**src/rtl/fwd_hazard_ctrl_pkg.sv**
```systemverilog
// Shared types for the EX-stage forwarding/hazard controller: mux select
// codes, the shadowed pipeline-stage record and the stall FSM states.
package fwd_pkg;

  // Records are sized for the widest register index any instance may use;
  // narrower indices are zero-extended, which preserves equality and x0 tests.
  localparam int FWD_AW_MAX = 8;

  localparam logic [1:0] FWD_SEL_REG   = 2'b00;
  localparam logic [1:0] FWD_SEL_MEMWB = 2'b01;
  localparam logic [1:0] FWD_SEL_EXMEM = 2'b10;

  typedef struct packed {
    logic                  valid;
    logic [FWD_AW_MAX-1:0] rs1;
    logic [FWD_AW_MAX-1:0] rs2;
    logic [FWD_AW_MAX-1:0] rd;
    logic                  regwrite;
    logic                  memread;
  } stage_rec_t;

  typedef enum logic [0:0] {
    ST_IDLE  = 1'b0,
    ST_STALL = 1'b1
  } fsm_state_t;

  // True when the stage will write a non-x0 register that matches rs.
  function automatic logic rec_writes(input stage_rec_t r,
                                      input logic [FWD_AW_MAX-1:0] rs);
    return r.valid && r.regwrite && (r.rd != '0) && (r.rd == rs);
  endfunction

endpackage

```
**src/rtl/fwd_sel_unit.sv**
```systemverilog
// Priority compare for one operand forwarding mux: EX/MEM beats MEM/WB,
// an invalid consumer or a miss selects the register file.
module fwd_sel_unit
  import fwd_pkg::*;
(
  input  logic                  rs_valid,
  input  logic [FWD_AW_MAX-1:0] rs,
  input  stage_rec_t            ex_mem,
  input  stage_rec_t            mem_wb,
  output logic [1:0]            sel
);

  always_comb begin
    sel = FWD_SEL_REG;
    if (rs_valid) begin
      if (rec_writes(ex_mem, rs))      sel = FWD_SEL_EXMEM;
      else if (rec_writes(mem_wb, rs)) sel = FWD_SEL_MEMWB;
    end
  end

  // Source fields and memread ride along in the record but play no part here.
  logic unused_fields;
  assign unused_fields = ^{ex_mem.rs1, ex_mem.rs2, ex_mem.memread,
                           mem_wb.rs1, mem_wb.rs2, mem_wb.memread};

endmodule

```
**src/rtl/fwd_hazard_ctrl.sv**
```systemverilog
// EX-stage forwarding select and load-use stall/bubble controller.
// Optional perf counters are built when FWD_HAZARD_PERF_EN is defined.
module fwd_hazard_ctrl
  import fwd_pkg::*;
#(
  parameter int REG_ADDR_W   = 5,  // must not exceed FWD_AW_MAX
  parameter int STALL_CYCLES = 1   // 1..3
) (
  input  logic                  clk_i,
  input  logic                  rst_i,
  input  logic                  id_valid_i,
  input  logic [REG_ADDR_W-1:0] id_rs1_i,
  input  logic [REG_ADDR_W-1:0] id_rs2_i,
  input  logic [REG_ADDR_W-1:0] id_rd_i,
  input  logic                  id_regwrite_i,
  input  logic                  id_memread_i,
  input  logic                  flush_i,
  output logic [1:0]            fwd_a_o,
  output logic [1:0]            fwd_b_o,
  output logic                  stall_o,
  output logic                  bubble_o,
  output logic [31:0]           stall_cnt_o,
  output logic [31:0]           fwd_cnt_o
);

  localparam logic [1:0] STALL_INIT = 2'(STALL_CYCLES - 1);

  logic [FWD_AW_MAX-1:0] rs1_x, rs2_x, rd_x;
  assign rs1_x = FWD_AW_MAX'(id_rs1_i);
  assign rs2_x = FWD_AW_MAX'(id_rs2_i);
  assign rd_x  = FWD_AW_MAX'(id_rd_i);

  stage_rec_t id_rec, id_ex_q, ex_mem_q, mem_wb_q;
  fsm_state_t state_q, state_d;
  logic [1:0] cnt_q, cnt_d;
  logic       hazard;

  assign hazard = id_ex_q.valid && id_ex_q.memread && (id_ex_q.rd != '0) &&
                  id_valid_i && ((id_ex_q.rd == rs1_x) || (id_ex_q.rd == rs2_x));

  // flush_i outranks everything: it kills ID and aborts any stall in progress.
  always_comb begin
    state_d  = state_q;
    cnt_d    = cnt_q;
    stall_o  = 1'b0;
    bubble_o = 1'b0;
    case (state_q)
      ST_IDLE: begin
        if (flush_i) begin
          bubble_o = 1'b1;
        end else if (hazard) begin
          stall_o  = 1'b1;
          bubble_o = 1'b1;
          if (STALL_CYCLES > 1) begin
            state_d = ST_STALL;
            cnt_d   = STALL_INIT;
          end
        end
      end
      default: begin
        bubble_o = 1'b1;
        if (flush_i) begin
          state_d = ST_IDLE;
        end else begin
          stall_o = 1'b1;
          cnt_d   = cnt_q - 2'd1;
          if (cnt_q == 2'd1) state_d = ST_IDLE;
        end
      end
    endcase
  end

  always_comb begin
    id_rec          = '0;
    id_rec.valid    = id_valid_i && !stall_o && !flush_i;
    id_rec.rs1      = rs1_x;
    id_rec.rs2      = rs2_x;
    id_rec.rd       = rd_x;
    id_rec.regwrite = id_regwrite_i;
    id_rec.memread  = id_memread_i;
  end

  always_ff @(posedge clk_i or negedge rst_i) begin
    if (!rst_i) begin
      id_ex_q  <= '0;
      ex_mem_q <= '0;
      mem_wb_q <= '0;
      state_q  <= ST_IDLE;
      cnt_q    <= '0;
    end else begin
      id_ex_q  <= id_rec;
      ex_mem_q <= id_ex_q;
      mem_wb_q <= ex_mem_q;
      state_q  <= state_d;
      cnt_q    <= cnt_d;
    end
  end

  fwd_sel_unit u_sel_a (
    .rs_valid (id_ex_q.valid),
    .rs       (id_ex_q.rs1),
    .ex_mem   (ex_mem_q),
    .mem_wb   (mem_wb_q),
    .sel      (fwd_a_o)
  );

  fwd_sel_unit u_sel_b (
    .rs_valid (id_ex_q.valid),
    .rs       (id_ex_q.rs2),
    .ex_mem   (ex_mem_q),
    .mem_wb   (mem_wb_q),
    .sel      (fwd_b_o)
  );

`ifdef FWD_HAZARD_PERF_EN
  logic [31:0] stall_cnt_q, fwd_cnt_q;

  always_ff @(posedge clk_i or negedge rst_i) begin
    if (!rst_i) begin
      stall_cnt_q <= '0;
      fwd_cnt_q   <= '0;
    end else begin
      if (stall_o && !(&stall_cnt_q)) stall_cnt_q <= stall_cnt_q + 32'd1;
      if (((fwd_a_o != FWD_SEL_REG) || (fwd_b_o != FWD_SEL_REG)) && !(&fwd_cnt_q))
        fwd_cnt_q <= fwd_cnt_q + 32'd1;
    end
  end

  assign stall_cnt_o = stall_cnt_q;
  assign fwd_cnt_o   = fwd_cnt_q;
`else
  assign stall_cnt_o = '0;
  assign fwd_cnt_o   = '0;
`endif

endmodule

```
**config.mk**
```make
export PLATFORM = sky130hd
export DESIGN_NAME = fwd_hazard_ctrl
export DESIGN_NICKNAME = d
export VERILOG_FILES = /design/src/rtl/fwd_hazard_ctrl_pkg.sv /design/src/rtl/fwd_sel_unit.sv /design/src/rtl/fwd_hazard_ctrl.sv
export SDC_FILE = /design/constraint.sdc
export NUM_CORES = 1
export LEC_CHECK = 0
export BUFFER_PORTS_ARGS = -buffer_cell sky130_fd_sc_hd__buf_2
export CAP_MARGIN = 5
export CELL_PAD_IN_SITES_DETAIL_PLACEMENT = 1
export CELL_PAD_IN_SITES_GLOBAL_PLACEMENT = 1
export CORE_ASPECT_RATIO = 1.1
export CORE_MARGIN = 2
export CORE_UTILIZATION = 35
export DETAILED_ROUTE_END_ITERATION = 12
export PLACE_DENSITY = 0.82
export REMOVE_ABC_BUFFERS = 1
export SETUP_SLACK_MARGIN = 0.3
export SLEW_MARGIN = 25
export SYNTH_ARGS = -nofsm -noshare
export SYNTH_HDL_FRONTEND = slang
export SYNTH_HIERARCHICAL = 1
export SYNTH_SLANG_ARGS = --single-unit
```
**constraint.sdc**
```tcl
create_clock -name clk_i -period 1.9 [get_ports clk_i]
set_clock_uncertainty 0.05 [all_clocks]
set_input_delay 0.095 -clock clk_i [delete_from_list [all_inputs] [get_ports clk_i]]
set_output_delay 0.095 -clock clk_i [all_outputs]
set_load 0.05 [all_outputs]
```
Yosys cells after proc, flatten, opt, wreduce, memory -nomap -nowiden
Cells that the tools add are included.

Add/subtract/negate cells: 1. Equal/unequal tests: 7. Mux-type cells: 15. Bitwise operators: 1. Reductions and logical operators: 21.

Operator list (number): $eq 5x5->1 (6); $reduce_bool 8->1 (3); $logic_and 1x1->1 (14); $mux 1 (11); $mux 2 (4); $eq 2x1->1 const B (1); $logic_not 1->1 (2); $reduce_and 2->1 (1); $sub 2x1->2 const B (1); $logic_or 1x1->1 (1); $not 1->1 (1).

Register bits after elaboration: 35. Input bits: 21. Output and inout port bits: 70. Logic and storage cells: 59.

Depth between registers and ports, before layout
Word-level depth: 10. Gate-level depth with buffers: 4. Gate-level depth less buffers: 4.

Cells and area by module
The synthesis kept the hierarchy.

Modules (own cells, without submodules): fwd_hazard_ctrl (instances 1, cells each 149, area an instance 2118.3 sq um); fwd_sel_unit (instances 2, cells each 32, area an instance 236.5 sq um).

Worst setup path before layout
Ideal clock, no wire load.

Path type: reg-to-output. Start point: reg id_ex_q[2] (netlist bit). End point: out stall_o. Arrival time: 2.076 ns. Required time: 1.755 ns. Slack: -0.321 ns. Stages on the path, launching flop included: 5. Buffers on the path: 0. Cells stage by stage: dfrtp_1 -> xor2_1 -> nor3_1 -> a22oi_1 -> o31ai_1.

Cells in the longest elaborated chain, start to end: 7. Elaborated cells between the ends (all ways): 10. Classes of those cells: eq/ne: 2; mux: 3; reduce/logical: 5.

RTL lines: from (decl) (RTL line fwd_hazard_ctrl.sv:33) `stage_rec_t id_rec, id_ex_q, ex_mem_q, mem_wb_q;`; from (signal assigned) (RTL line fwd_hazard_ctrl.sv:91) `id_ex_q <= id_rec;`; $reduce_bool 8->1 (RTL line fwd_hazard_ctrl.sv:38) `assign hazard = id_ex_q.valid && id_ex_q.memread && (id_ex_q.rd != '0) &&`; $logic_and 1x1->1 (2 in series) (RTL line fwd_hazard_ctrl.sv:38); $logic_and 1x1->1 * (RTL line fwd_hazard_ctrl.sv:39) `id_valid_i && ((id_ex_q.rd == rs1_x) || (id_ex_q.rd == rs2_x));`; $mux 1 * (RTL line fwd_hazard_ctrl.sv:51) `end else if (hazard) begin`; $mux 1 * (RTL line fwd_hazard_ctrl.sv:49) `if (flush_i) begin`; $mux 1 * (RTL line fwd_hazard_ctrl.sv:47) `case (state_q)`; to (decl) (RTL line fwd_hazard_ctrl.sv:20) `output logic stall_o,`.

Every way passes the cells marked *; elsewhere a longest branch is shown, timed or not.

Worst setup path in the final report
Start point: reg id_ex_q[6] (netlist bit). End point: out bubble_o.

Cells in the longest elaborated chain, start to end: 7. Elaborated cells between the ends (all ways): 10. Classes of those cells: eq/ne: 2; mux: 3; reduce/logical: 5.

RTL lines: $reduce_bool 8->1 (RTL line fwd_hazard_ctrl.sv:38); $logic_and 1x1->1 (2 in series) (RTL line fwd_hazard_ctrl.sv:38); $logic_and 1x1->1 * (RTL line fwd_hazard_ctrl.sv:39); $mux 1 * (RTL line fwd_hazard_ctrl.sv:51); $mux 1 * (RTL line fwd_hazard_ctrl.sv:49); $mux 1 * (RTL line fwd_hazard_ctrl.sv:47); to (decl) (RTL line fwd_hazard_ctrl.sv:21) `output logic bubble_o,`.

Marks and branches as above.

==> key figures <==
Outcome
  • Status: complete, but fails checks
  • Failing checks: setup timing

Flow run
  • Max Cap Viol: 0

Worst hold path
  • Hold_sp: id_valid_i
  • Min-delay worst type: primary input to flop

Setup path
  • Crit end category: primary output
  • CP Launch Point: id_ex_q[6]$_DFF_PN0_
  • Critical Path RT: 1.75 ns
  • Worst reg2reg path startpoint: id_ex_q[4]$_DFF_PN0_
  • Startpoint class of the critical path: flop
  • Critical Path AT: 1.82 ns
  • Reg2reg setup slack: 0.35 ns
  • CP Class: flop to primary output
  • Crit-path max FO: 4

Clock network
  • Clk root buf: clkbuf_8
  • Cts bufs inserted: 5
  • Clock Sinks: 35
  • Reg clk slew, reported paths: 0.07 ns
  • H-tree depth: 2
  • Clock Tree Buf Depth: 2
  • CTS tree: built
  • Worst skew pair latency: 0.29 ns

Timing
  • Crit share post-route: 103.3%
  • Post-route setup TNS: -0.1040 ns
  • Tightest Pin Transition: 0.7510 ns
  • Final hold vios: 0
  • Slew Limit Fails: 0
  • Fmax: 509.4 MHz
  • Minimum clock period: 1.963 ns
  • Rel. slew slack: 49.93%
  • RSZ-0062 raised after global routing: yes
  • Final WS setup: -0.06310 ns
  • Setup-failing EPs final: 2
  • Hold Slack: 0.03798 ns

Final layout
  • P&R area growth vs syn: 25.32%
  • Filler cell count: 684
  • N_diodes: 0
  • Nets: 301
  • Post-layout instance area: 0.002557 sq mm
  • Final instance count without filler cells: 356
  • Core Util, Final: 44.89%
  • Layout cells sized above 1: 20.07%

Global routing
  • Global-route wire length before repair: 6.637 mm
  • Number of global-route vias before repair: 1,395
  • Total gr overflow: 0
  • Initial antenna violation count: 0
  • Largest net degree at the start of global routing: 36
  • Tot GR Track Use: 13.61%

Detailed routing
  • Via/cell ratio: 3.787
  • ANT nets after route: 0
  • WL final: 4.288 mm
  • Via count: 1,348
  • Initial DRC Count: 9
  • Drt pass-1 iters: 4
  • DRC viols: 0
  • WL/cell: 12.04 um

Place
  • Dpl hpwl: 3.057 mm
  • PortBufs: 26
  • DP Worst Slack: 0.1767 ns
  • Routability cong.: 0.7980
  • Placed Cells: 329
  • Post-place instance area: 0.002158 sq mm

Die
  • Die H: 84.09 um
  • DIE WIDTH: 76.81 um
  • I/O pins: 91
  • Cell Rows: 29
  • Initial core utilization: 35.82%
  • Core Area: 0.005697 sq mm
  • Die area: 0.006458 sq mm

Pwr
  • Tot Pwr: 1.860 mW
  • Worst vdd ir: 0.5586 mV
  • Power per cell area: 727.3 mW/mm^2
  • Pleak: 1.265 nW

Synth
  • Syn_area_per_cell: 10.68 sq um
  • Syn. warnings: 6
  • Post-Synthesis Cells: 191
  • Post-Synthesis Cell Area: 0.002041 sq mm
==> where the power goes <==
group / switching [mW] / internal, mW
Clock: 0.267 / 0.284
Combinational: 0.381 / 0.102
Sequential: 0.0456 / 0.781
==> final cells by class <==
type | count | area [sq um] | area share [%]
clock buffers | 6 | 82.58 | 3.229
clock inverters | 1 | 5.005 | 0.1957
inverters | 3 | 11.26 | 0.4403
multi-input cells | 188 | 1119 | 43.74
flip-flops and latches | 35 | 880.8 | 34.44
well taps | 77 | 96.34 | 3.767
repair buffers | 46 | 362.8 | 14.19
==> sequential cells by signal, summed over array words and instances, names as in the netlist <==
register,cells
id_ex_q,18
ex_mem_q,7
mem_wb_q,7
cnt_q,2
state_q,1
==> cell usage in the layout (no fill, tap or decap), types with 2 or more instances in the layout <==
| master | n |
|---|---|
| a211oi_1 | 2 |
| a21oi_1 | 2 |
| and3_4 | 2 |
| buf_2 | 20 |
| buf_4 | 2 |
| buf_6 | 6 |
| clkbuf_8 | 6 |
| conb_1 | 100 |
| dfrtp_1 | 31 |
| dfrtp_2 | 4 |
| dlygate4sd3_1 | 18 |
| inv_1 | 3 |
| nand2_1 | 2 |
| nand3_1 | 2 |
| nand4_1 | 4 |
| nor2_1 | 4 |
| nor2_2 | 2 |
| nor3_1 | 2 |
| nor3_2 | 2 |
| nor4_1 | 8 |
| nor4_2 | 4 |
| xnor2_1 | 11 |
| xor2_1 | 31 |
==> layer usage <==
| metal | wire [um] | GRT usage [%] |
|---|---|---|
| met2 | 2410 | 24.96 |
| met5 | 0 | 0 |
| met4 | 115 | 6.446 |
| met1 | 1532 | 14.31 |
| met3 | 229 | 3.571 |
==> what timing repair did <==
item                                    CTS  global route
buffers inserted                          0             2
resized for setup                        15            16
hold endpoints to repair                 52             0
hold buffers                             18             0
pin swaps                                 3             9
endpoints found under the setup margin    6             7
==> worst max-delay path, cell delays in order, from the launching register on <==
cell and delay (ns):
dfrtp_2 0.45, xor2_2 0.17, nor3_2 0.27, a22oi_2 0.12, buf_4 0.16, o21ai_2 0.17
buf_6 0.18
==> worst paths after layout <==
kind,to,depth (start not counted)
max,bubble_o,6
max in group asynchronous,ex_mem_q[2]$_DFF_PN0_,2
max reg2reg,id_ex_q[26]$_DFF_PN0_,3
min,id_ex_q[26]$_DFF_PN0_,2
min reg2reg,ex_mem_q[1]$_DFF_PN0_,0
min in group asynchronous,id_ex_q[0]$_DFF_PN0_,2
(Power assumes the default switching activity.)
